### config.mk
export PLATFORM = sky130hd
export DESIGN_NAME = alu_seq
export DESIGN_NICKNAME = d
export VERILOG_FILES = /design/src/rtl/alu_seq.sv
export SDC_FILE = /design/constraint.sdc
export NUM_CORES = 1
export LEC_CHECK = 0
export CAP_MARGIN = 5
export CORE_UTILIZATION = 45
export CTS_CLUSTER_SIZE = 24
export DETAILED_ROUTE_END_ITERATION = 7
export MAX_ROUTING_LAYER = met4
export RECOVER_POWER = 100
export SETUP_SLACK_MARGIN = 0.02
export SYNTH_ARGS = -nofsm -noshare
export SYNTH_HDL_FRONTEND = slang
export SYNTH_SLANG_ARGS = --single-unit
### constraint.sdc
create_clock -name clk -period 3.59 [get_ports clk]
set_input_delay 0.718 -clock clk [delete_from_list [all_inputs] [get_ports clk]]
set_output_delay 0.718 -clock clk [all_outputs]
set_load 0.05 [all_outputs]
### src/rtl/alu_seq.sv
// Handshaked WIDTH-bit ALU with registered result/NZCV flags and an
// iterative shift-add multiplier that stalls the input side while busy.
module alu_seq #(
  parameter int WIDTH = 8,
  parameter int SHW   = $clog2(WIDTH)
) (
  input  logic             clk,
  input  logic             rst,
  input  logic             in_valid,
  output logic             in_ready,
  input  logic [WIDTH-1:0] a,
  input  logic [WIDTH-1:0] b,
  input  logic [3:0]       op,
  input  logic [SHW-1:0]   shamt,
  output logic             out_valid,
  input  logic             out_ready,
  output logic [WIDTH-1:0] out,
  output logic [3:0]       flags
);

  typedef enum logic [1:0] {
    IDLE = 2'd0,
    BUSY = 2'd1,
    HOLD = 2'd2
  } state_t;

  localparam logic [SHW-1:0] CNT_LAST = SHW'(WIDTH - 1);
  localparam logic [SHW:0]   WID_L    = (SHW + 1)'(WIDTH);

  state_t                 state_r;
  state_t                 state_s;
  logic [SHW-1:0]         cnt_r;
  logic [2*WIDTH-1:0]     mcand_r;
  logic [WIDTH-1:0]       mplier_r;
  logic [2*WIDTH-1:0]     acc_r;
  logic [2*WIDTH-1:0]     prod_s;
  logic                   accept_s;
  logic                   is_mul_s;
  logic                   last_s;

  logic [WIDTH:0]         sum_s;
  logic [WIDTH:0]         dif_s;
  logic [WIDTH:0]         lsl_s;
  logic [WIDTH:0]         lsr_s;
  logic signed [WIDTH:0]  asr_s;
  logic [WIDTH-1:0]       ror_s;
  logic [WIDTH-1:0]       res_s;
  logic                   c_s;
  logic                   v_s;

  assign accept_s = in_valid & in_ready;
  assign is_mul_s = (op == 4'd10);
  assign last_s   = (state_r == BUSY) && (cnt_r == CNT_LAST);
  assign prod_s   = acc_r + (mplier_r[0] ? mcand_r : {(2*WIDTH){1'b0}});

  // Shifts use a one-bit extension so the last bit shifted out lands in a fixed slot.
  assign sum_s = {1'b0, a} + {1'b0, b};
  assign dif_s = {1'b0, a} + {1'b0, ~b} + {{WIDTH{1'b0}}, 1'b1};
  assign lsl_s = {1'b0, a} << shamt;
  assign lsr_s = {a, 1'b0} >> shamt;
  assign asr_s = $signed({a, 1'b0}) >>> shamt;
  assign ror_s = (a >> shamt) | (a << (WID_L - {1'b0, shamt}));

  // Single-cycle result and carry/overflow selection.
  always_comb begin
    res_s = a;
    c_s   = 1'b0;
    v_s   = 1'b0;
    case (op)
      4'd0: begin
        res_s = sum_s[WIDTH-1:0];
        c_s   = sum_s[WIDTH];
        v_s   = (a[WIDTH-1] == b[WIDTH-1]) && (sum_s[WIDTH-1] != a[WIDTH-1]);
      end
      4'd1: begin
        res_s = dif_s[WIDTH-1:0];
        c_s   = dif_s[WIDTH];
        v_s   = (a[WIDTH-1] != b[WIDTH-1]) && (dif_s[WIDTH-1] != a[WIDTH-1]);
      end
      4'd2: res_s = ~a;
      4'd3: res_s = a & b;
      4'd4: res_s = a | b;
      4'd5: res_s = a ^ b;
      4'd6: begin
        res_s = lsl_s[WIDTH-1:0];
        c_s   = lsl_s[WIDTH];
      end
      4'd7: begin
        res_s = lsr_s[WIDTH:1];
        c_s   = lsr_s[0];
      end
      4'd8: begin
        res_s = asr_s[WIDTH:1];
        c_s   = asr_s[0];
      end
      4'd9: begin
        res_s = ror_s;
        c_s   = (shamt != {SHW{1'b0}}) & ror_s[WIDTH-1];
      end
      default: res_s = a;
    endcase
  end

  // State register.
  always_ff @(posedge clk) begin
    if (rst) begin
      state_r <= IDLE;
    end else begin
      state_r <= state_s;
    end
  end

  // Next-state logic.
  always_comb begin
    state_s = state_r;
    case (state_r)
      IDLE: begin
        if (accept_s) begin
          state_s = is_mul_s ? BUSY : HOLD;
        end else begin
          state_s = IDLE;
        end
      end
      BUSY: begin
        if (last_s) begin
          state_s = HOLD;
        end else begin
          state_s = BUSY;
        end
      end
      HOLD: begin
        if (accept_s) begin
          state_s = is_mul_s ? BUSY : HOLD;
        end else if (out_ready) begin
          state_s = IDLE;
        end else begin
          state_s = HOLD;
        end
      end
      default: state_s = IDLE;
    endcase
  end

  // Handshake outputs decoded from the state register.
  always_comb begin
    out_valid = 1'b0;
    in_ready  = 1'b0;
    case (state_r)
      IDLE:    in_ready = ~rst;
      HOLD: begin
        out_valid = 1'b1;
        in_ready  = ~rst & out_ready;
      end
      default: begin
        out_valid = 1'b0;
        in_ready  = 1'b0;
      end
    endcase
  end

  // Result/flag registers and multiplier datapath.
  always_ff @(posedge clk) begin
    if (rst) begin
      out      <= {WIDTH{1'b0}};
      flags    <= 4'b0000;
      cnt_r    <= {SHW{1'b0}};
      mcand_r  <= {(2*WIDTH){1'b0}};
      mplier_r <= {WIDTH{1'b0}};
      acc_r    <= {(2*WIDTH){1'b0}};
    end else if (accept_s) begin
      if (is_mul_s) begin
        mcand_r  <= {{WIDTH{1'b0}}, a};
        mplier_r <= b;
        acc_r    <= {(2*WIDTH){1'b0}};
        cnt_r    <= {SHW{1'b0}};
      end else begin
        out   <= res_s;
        flags <= {res_s[WIDTH-1], (res_s == {WIDTH{1'b0}}), c_s, v_s};
      end
    end else if (state_r == BUSY) begin
      acc_r    <= prod_s;
      mcand_r  <= mcand_r << 1'b1;
      mplier_r <= mplier_r >> 1'b1;
      cnt_r    <= cnt_r + SHW'(1'b1);
      if (last_s) begin
        out   <= prod_s[WIDTH-1:0];
        flags <= {prod_s[WIDTH-1], (prod_s[WIDTH-1:0] == {WIDTH{1'b0}}),
                  (prod_s[2*WIDTH-1:WIDTH] != {WIDTH{1'b0}}), 1'b0};
      end
    end else begin
      out   <= out;
      flags <= flags;
    end
  end

endmodule

==> metrics.cfg, run 1 <==
[clock_network]
post_cts_buffers = 0
clockBufferDepth = 2
cts_tree = done
clk_latency_ps = 300
cts_resized = 0
clock_sinks = 56
cts-htree-levels = 2
cts_hold_buf = 0
root_buffer = clkbuf_16
cts.clk_slew.worst_paths_ps = 70
numCtsBuffers = 5

[floorplanning]
die_y_um = 115
core_area_um2 = 12600
rows = 41
die_w_um = 115
initial_core_util = 0.459
dieArea_um2 = 13300
io_pins = 41

[route]
first_pass_iters = 6
ant_nets = 0
wl_um = 19000
viasPerCell = 6.08
wl_per_cell_um = 19.0
drt_iter0_drc = 554
drc_errors = 0
vias = 6066

[finish]
finalNetCount = 900
drive_gt1_frac = 0.112
num-fill-cells = 1260
utilization = 0.537
n_antenna_cell = 0
fin_cells = 997
area_delta_synth_final_pct = 16.9

[outcome]
violations = capacitance limit
status = complete, but fails checks

[sta]
maxSlewViolCount = 0
fmax_mhz = 289
tightest_slew_ps = 1460
clock_skew_ps = 9.81
max-slew-margin-rel = 0.0163
finalHoldViolCount = 0
post-route-period-util = 0.962
setup-violations-final = 0
period_minus_slack_ps = 3450
rsz0062_at_grt = no
fin_setup_tns_ps = 0
hold_slack_ps = 464

[synth]
synthDistinctLibCells = 89
ys_warn_count = 0
ys_async_sr_fraction = 0
syn_avg_cell_area_um2 = 7.42
synthFlopType = dfxtp_1
syn_area_um2 = 5770
synth-seq-cells = 56
synth_edf_count = 0
seq_area_frac_synth = 0.194
netlist_instances = 778
syn_nets = 852

[grt]
grt_max_degree = 58
grt_overflow_total = 0
antenna_found_initial = 0
track_usage = 0.296
grt_pass1_wl_um = 29600
first_global_vias = 5522

[flow_run]
timing.max_cap.violations = 1

[placement]
dp.cells = 991
hpwlAfterDp_um = 14400
port_buffers = 40
gp_congestion = 1.01

[worst_setup_path]
cp-start-kind = input port
cp.arrival_ps = 3660
cp_max_fo = 9
worst_setup_path_end_kind = register
worstSetupPathType = input port to register
worst-endpoint-required_ps = 3800

[pwr]
leakagePower_nw = 2.74
finalPower_mw = 1.75
peakVddDrop_uv = 245
power_density_nw_per_um2 = 260

[worst_hold_path]
hp-class = register to register

## critical path, cell delays in order
cell and delay [ps]:
dlygate4sd3_1 540, nor2b_1 110, nor3_1 1160, o211a_1 300, nand4_1 120, o32ai_1 230, nand4b_1 170, o41ai_2 310
## final cells by class
type / count / area (um2) / area share
Multi-Input combinational cell: 624 / 4210 / 0.623
Sequential cell: 56 / 1120 / 0.166
Timing Repair Buffer: 102 / 910 / 0.135
Tap cell: 172 / 215 / 0.0319
Inverter: 37 / 139 / 0.0206
Clock buffer: 5 / 125 / 0.0185
Clock inverter: 1 / 30.0 / 0.00445
## synthesized netlist by cell type, types with 4 or more instances
master    count  area, um2
a211oi_1     16        120
buf_2        10       50.1
nand3_1      30        150
xnor2_1       5       43.8
a31oi_1       5       31.3
mux4_2        5        113
inv_1        34        128
o21a_1        6       45.0
nand2_1      89        334
buf_4         8       60.1
and2_1       19        119
nor2b_1      15       93.8
o211ai_1     11       82.6
a32oi_1       5       43.8
nor2_1       77        289
ha_1         44        551
xor2_1        5       43.8
a21oi_1      67        335
dfxtp_1      56       1120
mux2i_1      19        190
o22ai_1       7       43.8
buf_6         5       56.3
o31a_1        5       43.8
a22oi_1      11       82.6
o21ai_0      28        140
nand3b_1      6       45.0
clkbuf_1     36        135
nor4_1        4       25.0
a311oi_1     15        131
or3_1         4       25.0
a221oi_1      7       61.3
nand2b_1     12       75.1
a21o_1        8       60.1
nor3_1       19       95.1
## cells by family (layout without fill, tap and decap cells)
logic type | count (synthesis) | in the layout | share of synthesized area
flops | 56 | 56 | 0.194
xor+xnor | 10 | 10 | 0.0152
mux | 29 | 29 | 0.0648
compound gates | 234 | 234 | 0.282
simple gates | 304 | 304 | 0.261
buf+inv | 98 | 145 | 0.0776
fa+ha+maj | 47 | 47 | 0.106
## path summary, 6_finish.rpt
| kind | startpoint | end | slack (ps) | cells past startpoint |
|---|---|---|---|---|
| max | out_ready | flags[2] | 140 | 8 |
| min | mcand_r[14] | mcand_r[15] | 460 | 2 |
| max reg2reg | mplier_r[0] | flags[1] | 230 | 11 |
| min reg2reg | mcand_r[14] | mcand_r[15] | 460 | 2 |
## flip-flops by register name, indices dropped and copies added (netlist names)
| signal | flops |
|---|---|
| acc_r | 16 |
| cnt_r | 3 |
| flags | 3 |
| mcand_r | 16 |
| mplier_r | 8 |
| out | 8 |
| state_r | 2 |
## metal layers
layer | vias up | global-route usage | wire length [um] | part of all wire
li1 | 2931 | - | - | -
met2 | 237 | 0.433 | 8160 | 0.43
met5 | - | - | 0 | 0
met3 | 34 | 0.0416 | 1330 | 0.070
met4 | 0 | 0.0745 | 382 | 0.020
met1 | 2864 | 0.423 | 9080 | 0.48
## through the flow
step                      setup WS, ps  cell area [um2]
final                              135             6750
after global routing              72.8             6750
after CTS                          310             6760
after detailed placement          36.1             6610
after global placement            63.5             6610
after floorplan                    354             5770
## placed cells by master, fill, tap and decap left out, types with 4 or more instances in the layout
| master | n |
|---|---|
| a211oi_1 | 16 |
| a21o_1 | 8 |
| a21oi_1 | 67 |
| a221oi_1 | 7 |
| a22oi_1 | 11 |
| a311oi_1 | 15 |
| a31oi_1 | 5 |
| a32oi_1 | 5 |
| and2_0 | 4 |
| and2_1 | 16 |
| buf_12 | 5 |
| buf_4 | 53 |
| clkbuf_16 | 5 |
| clkdlybuf4s50_1 | 22 |
| dfxtp_1 | 56 |
| dlygate4sd3_1 | 17 |
| ha_1 | 44 |
| inv_1 | 34 |
| mux2i_1 | 19 |
| mux4_2 | 5 |
| nand2_1 | 89 |
| nand2b_1 | 12 |
| nand3_1 | 30 |
| nand3b_1 | 6 |
| nor2_1 | 77 |
| nor2b_1 | 14 |
| nor3_1 | 19 |
| nor4_1 | 4 |
| o211ai_1 | 11 |
| o21a_1 | 6 |
| o21ai_0 | 29 |
| o22ai_1 | 7 |
| o31a_1 | 5 |
| or3_1 | 4 |
| xnor2_1 | 5 |
| xor2_1 | 5 |
## power by group
part	internal, mW	switching [mW]	total, mW
sequential	0.633	0.00990	0.643
clock	0.322	0.221	0.543
combinational	0.229	0.340	0.568
No activity file was read; power rests on OpenSTA's default activity.
==> run 2: changes to the inputs <==
--- a/config.mk
+++ b/config.mk
@@ -12,6 +12,7 @@
 export MAX_ROUTING_LAYER = met4
 export RECOVER_POWER = 100
 export SETUP_SLACK_MARGIN = 0.02
+export SLEW_MARGIN = 5
 export SYNTH_ARGS = -nofsm -noshare
 export SYNTH_HDL_FRONTEND = slang
 export SYNTH_SLANG_ARGS = --single-unit
==> results of run 2 <==
No change in the layout: final DEF, timing and power equal those of run 1.
